[src/rtl/instr_fetch_pkg.sv]
// Shared types and constants for the instruction-fetch stage.
//   XLEN             : address / instruction width
//   RESET_PC_DEFAULT : fetch PC after reset unless overridden by the top parameter
//   if_state_t       : fetch FSM encodings (IF_IDLE / IF_WAIT / IF_DROP)
//   fetch_entry_t    : buffered {pc, instr} payload held in the fetch queue
package instr_fetch_pkg;

  localparam int unsigned XLEN = 32;

  localparam logic [XLEN-1:0] RESET_PC_DEFAULT = 32'h0000_0000;

  typedef enum logic [1:0] {
    IF_IDLE = 2'd0,
    IF_WAIT = 2'd1,
    IF_DROP = 2'd2
  } if_state_t;

  typedef struct packed {
    logic [XLEN-1:0] pc;
    logic [XLEN-1:0] instr;
  } fetch_entry_t;

  // Clear the byte-offset bits of a redirect target.
  function automatic logic [XLEN-1:0] word_align(input logic [XLEN-1:0] addr);
    return {addr[XLEN-1:2], 2'b00};
  endfunction

endpackage

[src/rtl/instr_fetch_if_queue.sv]
// Fetch buffer: DEPTH-entry FIFO of {pc, instr} words between memory and ID.
// Ports:
//   clk, rst_n   : clock, asynchronous active-low reset
//   push_i       : write entry_i at the tail (caller guarantees not full)
//   pop_i        : drop the head entry (caller guarantees not empty)
//   flush_i      : empty the queue; overrides push/pop
//   entry_i      : payload to push
//   head_o       : payload at the head (undefined content when empty)
//   count_o      : number of valid entries
//   empty_o      : count_o == 0
module instr_fetch_if_queue
  import instr_fetch_pkg::*;
#(
  parameter int unsigned DEPTH = 4,
  localparam int unsigned PTR_W = $clog2(DEPTH),
  localparam int unsigned CNT_W = $clog2(DEPTH + 1)
) (
  input  logic              clk,
  input  logic              rst_n,
  input  logic              push_i,
  input  logic              pop_i,
  input  logic              flush_i,
  input  fetch_entry_t      entry_i,
  output fetch_entry_t      head_o,
  output logic [CNT_W-1:0]  count_o,
  output logic              empty_o
);

  fetch_entry_t       mem_q [DEPTH];
  logic [PTR_W-1:0]   wr_ptr_q, rd_ptr_q;
  logic [CNT_W-1:0]   count_q;

  // Storage needs no reset: the head is only consumed when count is non-zero.
  always_ff @(posedge clk) begin
    if (push_i && !flush_i) begin
      mem_q[wr_ptr_q] <= entry_i;
    end
  end

  // Pointers wrap naturally because DEPTH is a power of two.
  always_ff @(posedge clk or negedge rst_n) begin
    if (!rst_n) begin
      wr_ptr_q <= '0;
      rd_ptr_q <= '0;
      count_q  <= '0;
    end else if (flush_i) begin
      wr_ptr_q <= '0;
      rd_ptr_q <= '0;
      count_q  <= '0;
    end else begin
      if (push_i) wr_ptr_q <= wr_ptr_q + PTR_W'(1);
      if (pop_i)  rd_ptr_q <= rd_ptr_q + PTR_W'(1);
      count_q <= count_q + CNT_W'(push_i) - CNT_W'(pop_i);
    end
  end

  assign head_o  = mem_q[rd_ptr_q];
  assign count_o = count_q;
  assign empty_o = (count_q == '0);

endmodule

[src/rtl/instr_fetch.sv]
// Instruction-fetch stage: owns the fetch PC, issues one-outstanding word
// reads, buffers returned words with their PCs and issues one per cycle to ID.
// Redirects flush the buffer and discard any read still in flight.
// Ports:
//   clk, rst      : clock, asynchronous active-low reset
//   rdy           : global enable, 0 freezes all state
//   mem_req/addr  : level read request and its word address (registered)
//   mem_valid/data: one-cycle read return for the outstanding request
//   id_stall      : ID cannot accept an instruction this cycle
//   jump_en/pc    : one-cycle redirect and its target
//   IF_valid      : instruction handed to ID this cycle
//   instruction   : head word (0 when buffer empty)
//   pc_out        : head PC (0 when buffer empty)
module instr_fetch
  import instr_fetch_pkg::*;
#(
  parameter int unsigned     DEPTH    = 4,
  parameter logic [XLEN-1:0] RESET_PC = RESET_PC_DEFAULT
) (
  input  logic             clk,
  input  logic             rst,
  input  logic             rdy,
  output logic             mem_req,
  output logic [XLEN-1:0]  mem_addr,
  input  logic             mem_valid,
  input  logic [XLEN-1:0]  mem_data,
  input  logic             id_stall,
  input  logic             jump_en,
  input  logic [XLEN-1:0]  jump_pc,
  output logic             IF_valid,
  output logic [XLEN-1:0]  instruction,
  output logic [XLEN-1:0]  pc_out
);

  localparam int unsigned CNT_W = $clog2(DEPTH + 1);

  if_state_t        state_q, state_d;
  logic             mem_req_q, mem_req_d;
  logic [XLEN-1:0]  mem_addr_q, mem_addr_d;
  logic [XLEN-1:0]  fetch_pc_q, fetch_pc_d;

  logic             q_push, q_pop, q_flush, q_empty, has_room;
  logic [CNT_W-1:0] q_count;
  fetch_entry_t     q_head, q_entry;

  // Issue gating: a redirect or a frozen pipe never hands an instruction over.
  assign IF_valid = rdy & ~q_empty & ~id_stall & ~jump_en;
  assign q_pop    = IF_valid;
  assign q_flush  = rdy & jump_en;
  assign q_entry  = '{pc: fetch_pc_q, instr: mem_data};

  // Only request when the returned word is guaranteed a free slot.
  assign has_room = (q_count < CNT_W'(DEPTH));

  // Next-state logic for the fetch FSM and memory handshake.
  always_comb begin
    state_d    = state_q;
    mem_req_d  = mem_req_q;
    mem_addr_d = mem_addr_q;
    fetch_pc_d = fetch_pc_q;
    q_push     = 1'b0;

    if (rdy) begin
      if (jump_en) begin
        fetch_pc_d = word_align(jump_pc);
      end

      case (state_q)
        IF_IDLE: begin
          if (has_room && !jump_en) begin
            mem_req_d  = 1'b1;
            mem_addr_d = fetch_pc_q;
            state_d    = IF_WAIT;
          end
        end
        IF_WAIT: begin
          if (mem_valid) begin
            mem_req_d = 1'b0;
            state_d   = IF_IDLE;
            // A redirect in the same cycle makes the returned word stale.
            if (!jump_en) begin
              q_push     = 1'b1;
              fetch_pc_d = fetch_pc_q + 32'd4;
            end
          end else if (jump_en) begin
            state_d = IF_DROP;
          end
        end
        IF_DROP: begin
          // Wait out the stale return; the request stays asserted until then.
          if (mem_valid) begin
            mem_req_d = 1'b0;
            state_d   = IF_IDLE;
          end
        end
        default: begin
          state_d   = IF_IDLE;
          mem_req_d = 1'b0;
        end
      endcase
    end
  end

  // Fetch FSM, handshake and PC registers.
  always_ff @(posedge clk or negedge rst) begin
    if (!rst) begin
      state_q    <= IF_IDLE;
      mem_req_q  <= 1'b0;
      mem_addr_q <= '0;
      fetch_pc_q <= RESET_PC;
    end else begin
      state_q    <= state_d;
      mem_req_q  <= mem_req_d;
      mem_addr_q <= mem_addr_d;
      fetch_pc_q <= fetch_pc_d;
    end
  end

  assign mem_req     = mem_req_q;
  assign mem_addr    = mem_addr_q;
  assign instruction = q_empty ? '0 : q_head.instr;
  assign pc_out      = q_empty ? '0 : q_head.pc;

  instr_fetch_if_queue #(
    .DEPTH (DEPTH)
  ) u_queue (
    .clk     (clk),
    .rst_n   (rst),
    .push_i  (q_push),
    .pop_i   (q_pop),
    .flush_i (q_flush),
    .entry_i (q_entry),
    .head_o  (q_head),
    .count_o (q_count),
    .empty_o (q_empty)
  );

endmodule
[config.mk]
export PLATFORM = sky130hd
export DESIGN_NAME = instr_fetch
export DESIGN_NICKNAME = d
export VERILOG_FILES = /design/src/rtl/instr_fetch_pkg.sv /design/src/rtl/instr_fetch_if_queue.sv /design/src/rtl/instr_fetch.sv
export SDC_FILE = /design/constraint.sdc
export NUM_CORES = 1
export LEC_CHECK = 0
export CAP_MARGIN = 20
export CORE_ASPECT_RATIO = 1.25
export CORE_MARGIN = 2
export CORE_UTILIZATION = 56
export CTS_CLUSTER_SIZE = 12
export DETAILED_ROUTE_END_ITERATION = 16
export GPL_ROUTABILITY_DRIVEN = 0
export MAX_ROUTING_LAYER = met4
export PLACE_DENSITY_LB_ADDON = 0.12
export SETUP_SLACK_MARGIN = 0.3
export SLEW_MARGIN = 15
export SYNTH_ARGS = -nofsm -noshare
export SYNTH_HDL_FRONTEND = slang
export SYNTH_HIERARCHICAL = 1
export SYNTH_SLANG_ARGS = --single-unit
[constraint.sdc]
create_clock -name clk -period 4.4 [get_ports clk]
set_input_delay 0.88 -clock clk [delete_from_list [all_inputs] [get_ports clk]]
set_output_delay 0.88 -clock clk [all_outputs]
set_load 0.01 [all_outputs]
==> impl_metrics.json <==
{
  "synth_top_area_share_pct": 56.60,
  "cts_tree": "yes",
  "met2_length_um": 15020,
  "synth_compound_area_share_pct": 4.247,
  "synth_nets": 869,
  "clock_skew_ps": 25.37,
  "worstPathMaxFanout": 29,
  "hp-class": "in -> async",
  "min_period_ps": 3679,
  "finalCritPeriodShare_pct": 83.62,
  "syn_to_final_growth_pct": 22.46,
  "gr-total-overflow": 0,
  "postCtsHoldBufs": 0,
  "final_util_pct": 69.87,
  "peakVddDrop_uv": 420.6,
  "cts_sinks": 330,
  "seq_power_share_pct": 42.4,
  "grt_max_degree": 75,
  "fp.dieW_um": 143.3,
  "slew_violations": 0,
  "die-area_mm2": 0.02552,
  "max_freq_mhz": 271.8,
  "ant_nets": 0,
  "htreeDepth": 2,
  "synth_area_mm2": 0.01358,
  "postPlaceCellArea_mm2": 0.01561,
  "synth_top_family_by_area": "multiplexers",
  "syn_avg_cell_area_um2": 17.24,
  "antenna_cells": 0,
  "drive_gt1_share_pct": 18.15,
  "finalSetupViolCount": 0,
  "grt_pass1_wl_um": 44950,
  "io_pins": 168,
  "critPathLaunchType": "register",
  "final_area_mm2": 0.01663,
  "cts_root_buffer": "clkbuf_16",
  "ys_seq_elements": 330,
  "synth_mux_area_share_pct": 13.74,
  "worstPathRequired_ps": 3520,
  "drt_pre_antenna_iters": 5,
  "path_clk_slew_ps": 60,
  "synth_warnings": 6,
  "cts_buffer_depth": 3,
  "port-buffer-count": 165,
  "status": "finished clean",
  "drv_cap": 0,
  "cts_resized": 0,
  "syn_inst": 788,
  "via_per_inst": 5.937,
  "p_int_w": 0.006740,
  "p_leak_nw": 5.621,
  "drc_errors": 0,
  "antenna_found_initial": 0,
  "route.detailed.wl_per_inst_um": 21.95,
  "synth_xor_area_share_pct": 0.2948,
  "synth_area_leaders": "edfxtp_1 57%, dfrtp_1 14%, mux4_2 11%",
  "endpoint_kind": "output port",
  "ys_seq_area_share_pct": 70.23,
  "powerDensity_mw_per_mm2": 560.7,
  "start_util_pct": 57.05,
  "cts_setup_buffers": 0,
  "hpwlAfterDp_um": 18370,
  "tightest_slew_ps": 872.3,
  "synth_edf_count": 256,
  "wl_met3_um": 1720,
  "synth.distinct_cells": 58,
  "synth_top_area_cell": "edfxtp_1",
  "power.share.clock_pct": 28.1,
  "clkLatencyLatePin_ps": 510,
  "synthAdderAreaFrac_pct": 1.069,
  "p_sw_w": 0.002585,
  "rsz0062_at_grt": "no",
  "synth-async-reset-ratio_pct": 22.42,
  "synth-simple-area-share_pct": 8.208,
  "drt_iter0_drc": 562,
  "final_nets": 1053,
  "grt.total_usage_pct": 23.74,
  "core_area_mm2": 0.02381,
  "cts_buffers": 34,
  "share_comb_of_total_power_pct": 29.5,
  "vias": 7849,
  "fill_cells": 1598,
  "rows": 63,
  "total_power_w": 0.009325,
  "path_class": "reg -> out",
  "swShare_pct": 27.73,
  "maxSlewHeadroom_pct": 41.31,
  "timing_hold_violations_final": 0,
  "grt_pass1_vias": 8055,
  "ys.flop_type": "edfxtp_1",
  "die_y_um": 178.1,
  "final.setup.tns_ps": 0,
  "top_layer": "met4",
  "wirelength_um": 29020,
  "place_ws_ps": 748.7,
  "drt-met1-wl_um": 11730,
  "layout_setup_ws_ps": 720.8,
  "arrival_ps": 2800
}
## power by group through the flow
stage	Combinational, W	Sequential (W)	Clock (W)
2_1_floorplan	0.00147	0.00394	0
3_3_place_gp	0.00273	0.00399	0
3_5_place_dp	0.00278	0.00402	0
4_1_cts	0.00279	0.00396	0.00267
5_1_grt	0.00295	0.00400	0.00279
6_report	0.00275	0.00395	0.00262
## path summary, 6_finish.rpt
| kind | cells after the start | endpoint | startpoint | slack [ps] |
|---|---|---|---|---|
| max | 4 | pc_out[31] | u_queue/rd_ptr_q[1] | 720 |
| min | 1 | fetch_pc_q[14] | rst | 400 |
| max reg2reg | 7 | u_queue/mem_q[0][33] | state_q[1] | 1540 |
| min reg2reg | 1 | mem_addr[12] | mem_addr[12] | 510 |
| max in group asynchronous | 2 | mem_addr[1] | rst | 3400 |
| min in group clk | 1 | mem_addr[12] | mem_addr[12] | 510 |
## area by class of cell
cell class,instances,area (um^2),area share [%]
sequential,330,9544,57.38
clock buffer,58,982.2,5.905
timing repair buffer,191,1869,11.24
clock inverter,3,21.27,0.1279
inverter,12,45.04,0.2708
tap,325,406.6,2.445
multi-input combinational,403,3764,22.63
## worst max-delay path: stages (launching register included)
cell and delay (ps):
dfrtp_2 810, buf_4 450, mux4_2 250, nor2b_1 200
clkdlybuf4s50_1 570
## cells in the mapped netlist, types with 3 or more instances
cell type	number
and3_1	8
ha_1	10
o21ai_0	25
mux4_2	64
nor4_1	4
buf_2	11
buf_4	3
nor2_1	18
and4_1	5
buf_12	3
a21oi_1	34
o32ai_1	4
a22oi_1	4
edfxtp_1	256
nand4_1	11
inv_1	11
dfrtp_1	74
a311oi_1	4
and2_1	11
nand3b_1	3
nor2b_1	67
o22ai_1	9
mux2i_1	3
nand2_1	29
nor3_1	8
mux2_2	35
nand3_1	17
clkbuf_1	22
## layer usage
layer  vias up  global-route usage (%)
met5         -                       -
met4         0                   6.332
met3        48                   3.436
met2       309                   39.49
met1      4026                   31.24
li1       3466                       -
## sequential cells by signal, summed over array words and instances, names as in the netlist
signal	count
u_queue/wr_ptr_q	2
u_queue/rd_ptr_q	2
u_queue/count_o	3
fetch_pc_q	32
state_q	2
u_queue/mem_q	256
mem_req	1
mem_addr	32
## through the flow
stage	hold slack (ps)	cells
floorplan	471.0	788
global placement	493.7	1260
detailed placement	496.3	1260
CTS	509.9	1321
global route	416.4	1322
finish	399.1	1322
## cell usage in the layout (no fill, tap or decap), types with 2 or more instances in the layout
cell type          n
and4_1             5
buf_12             2
o32ai_1            4
xnor2_1            2
mux2_2            35
inv_1             11
a2bb2oi_1          2
nand3b_1           3
clkbuf_8           2
dfrtp_1           72
nor2b_1           67
clkbuf_16         35
nand4_1           11
nand3_1           17
and3_1             8
clkdlybuf4s50_1  164
nor4_1             4
and2_1             7
o22ai_1            9
buf_4             25
clkinv_1           2
a311oi_1           4
clkbuf_1          21
mux4_2            64
and3_2             2
a22oi_1            4
nand2_1           29
edfxtp_1         256
nor2_1            18
a21oi_1           34
a31o_2             2
and2_4             4
a31oi_1            2
ha_1              10
o21ai_0           25
nor3_1             7
mux2i_1            3
## kinds of logic (layout without fill, tap and decap cells)
group,after synthesis,in the layout
AO/OA/AOI/OAI,95,95
XOR/XNOR,3,3
adder cells (fa/ha/maj),11,11
buffers and inverters,55,264
flip-flops,330,330
multiplexers,102,102
AND/OR/NAND/NOR,192,192
Note: power is estimated with default switching activity, not from simulation.
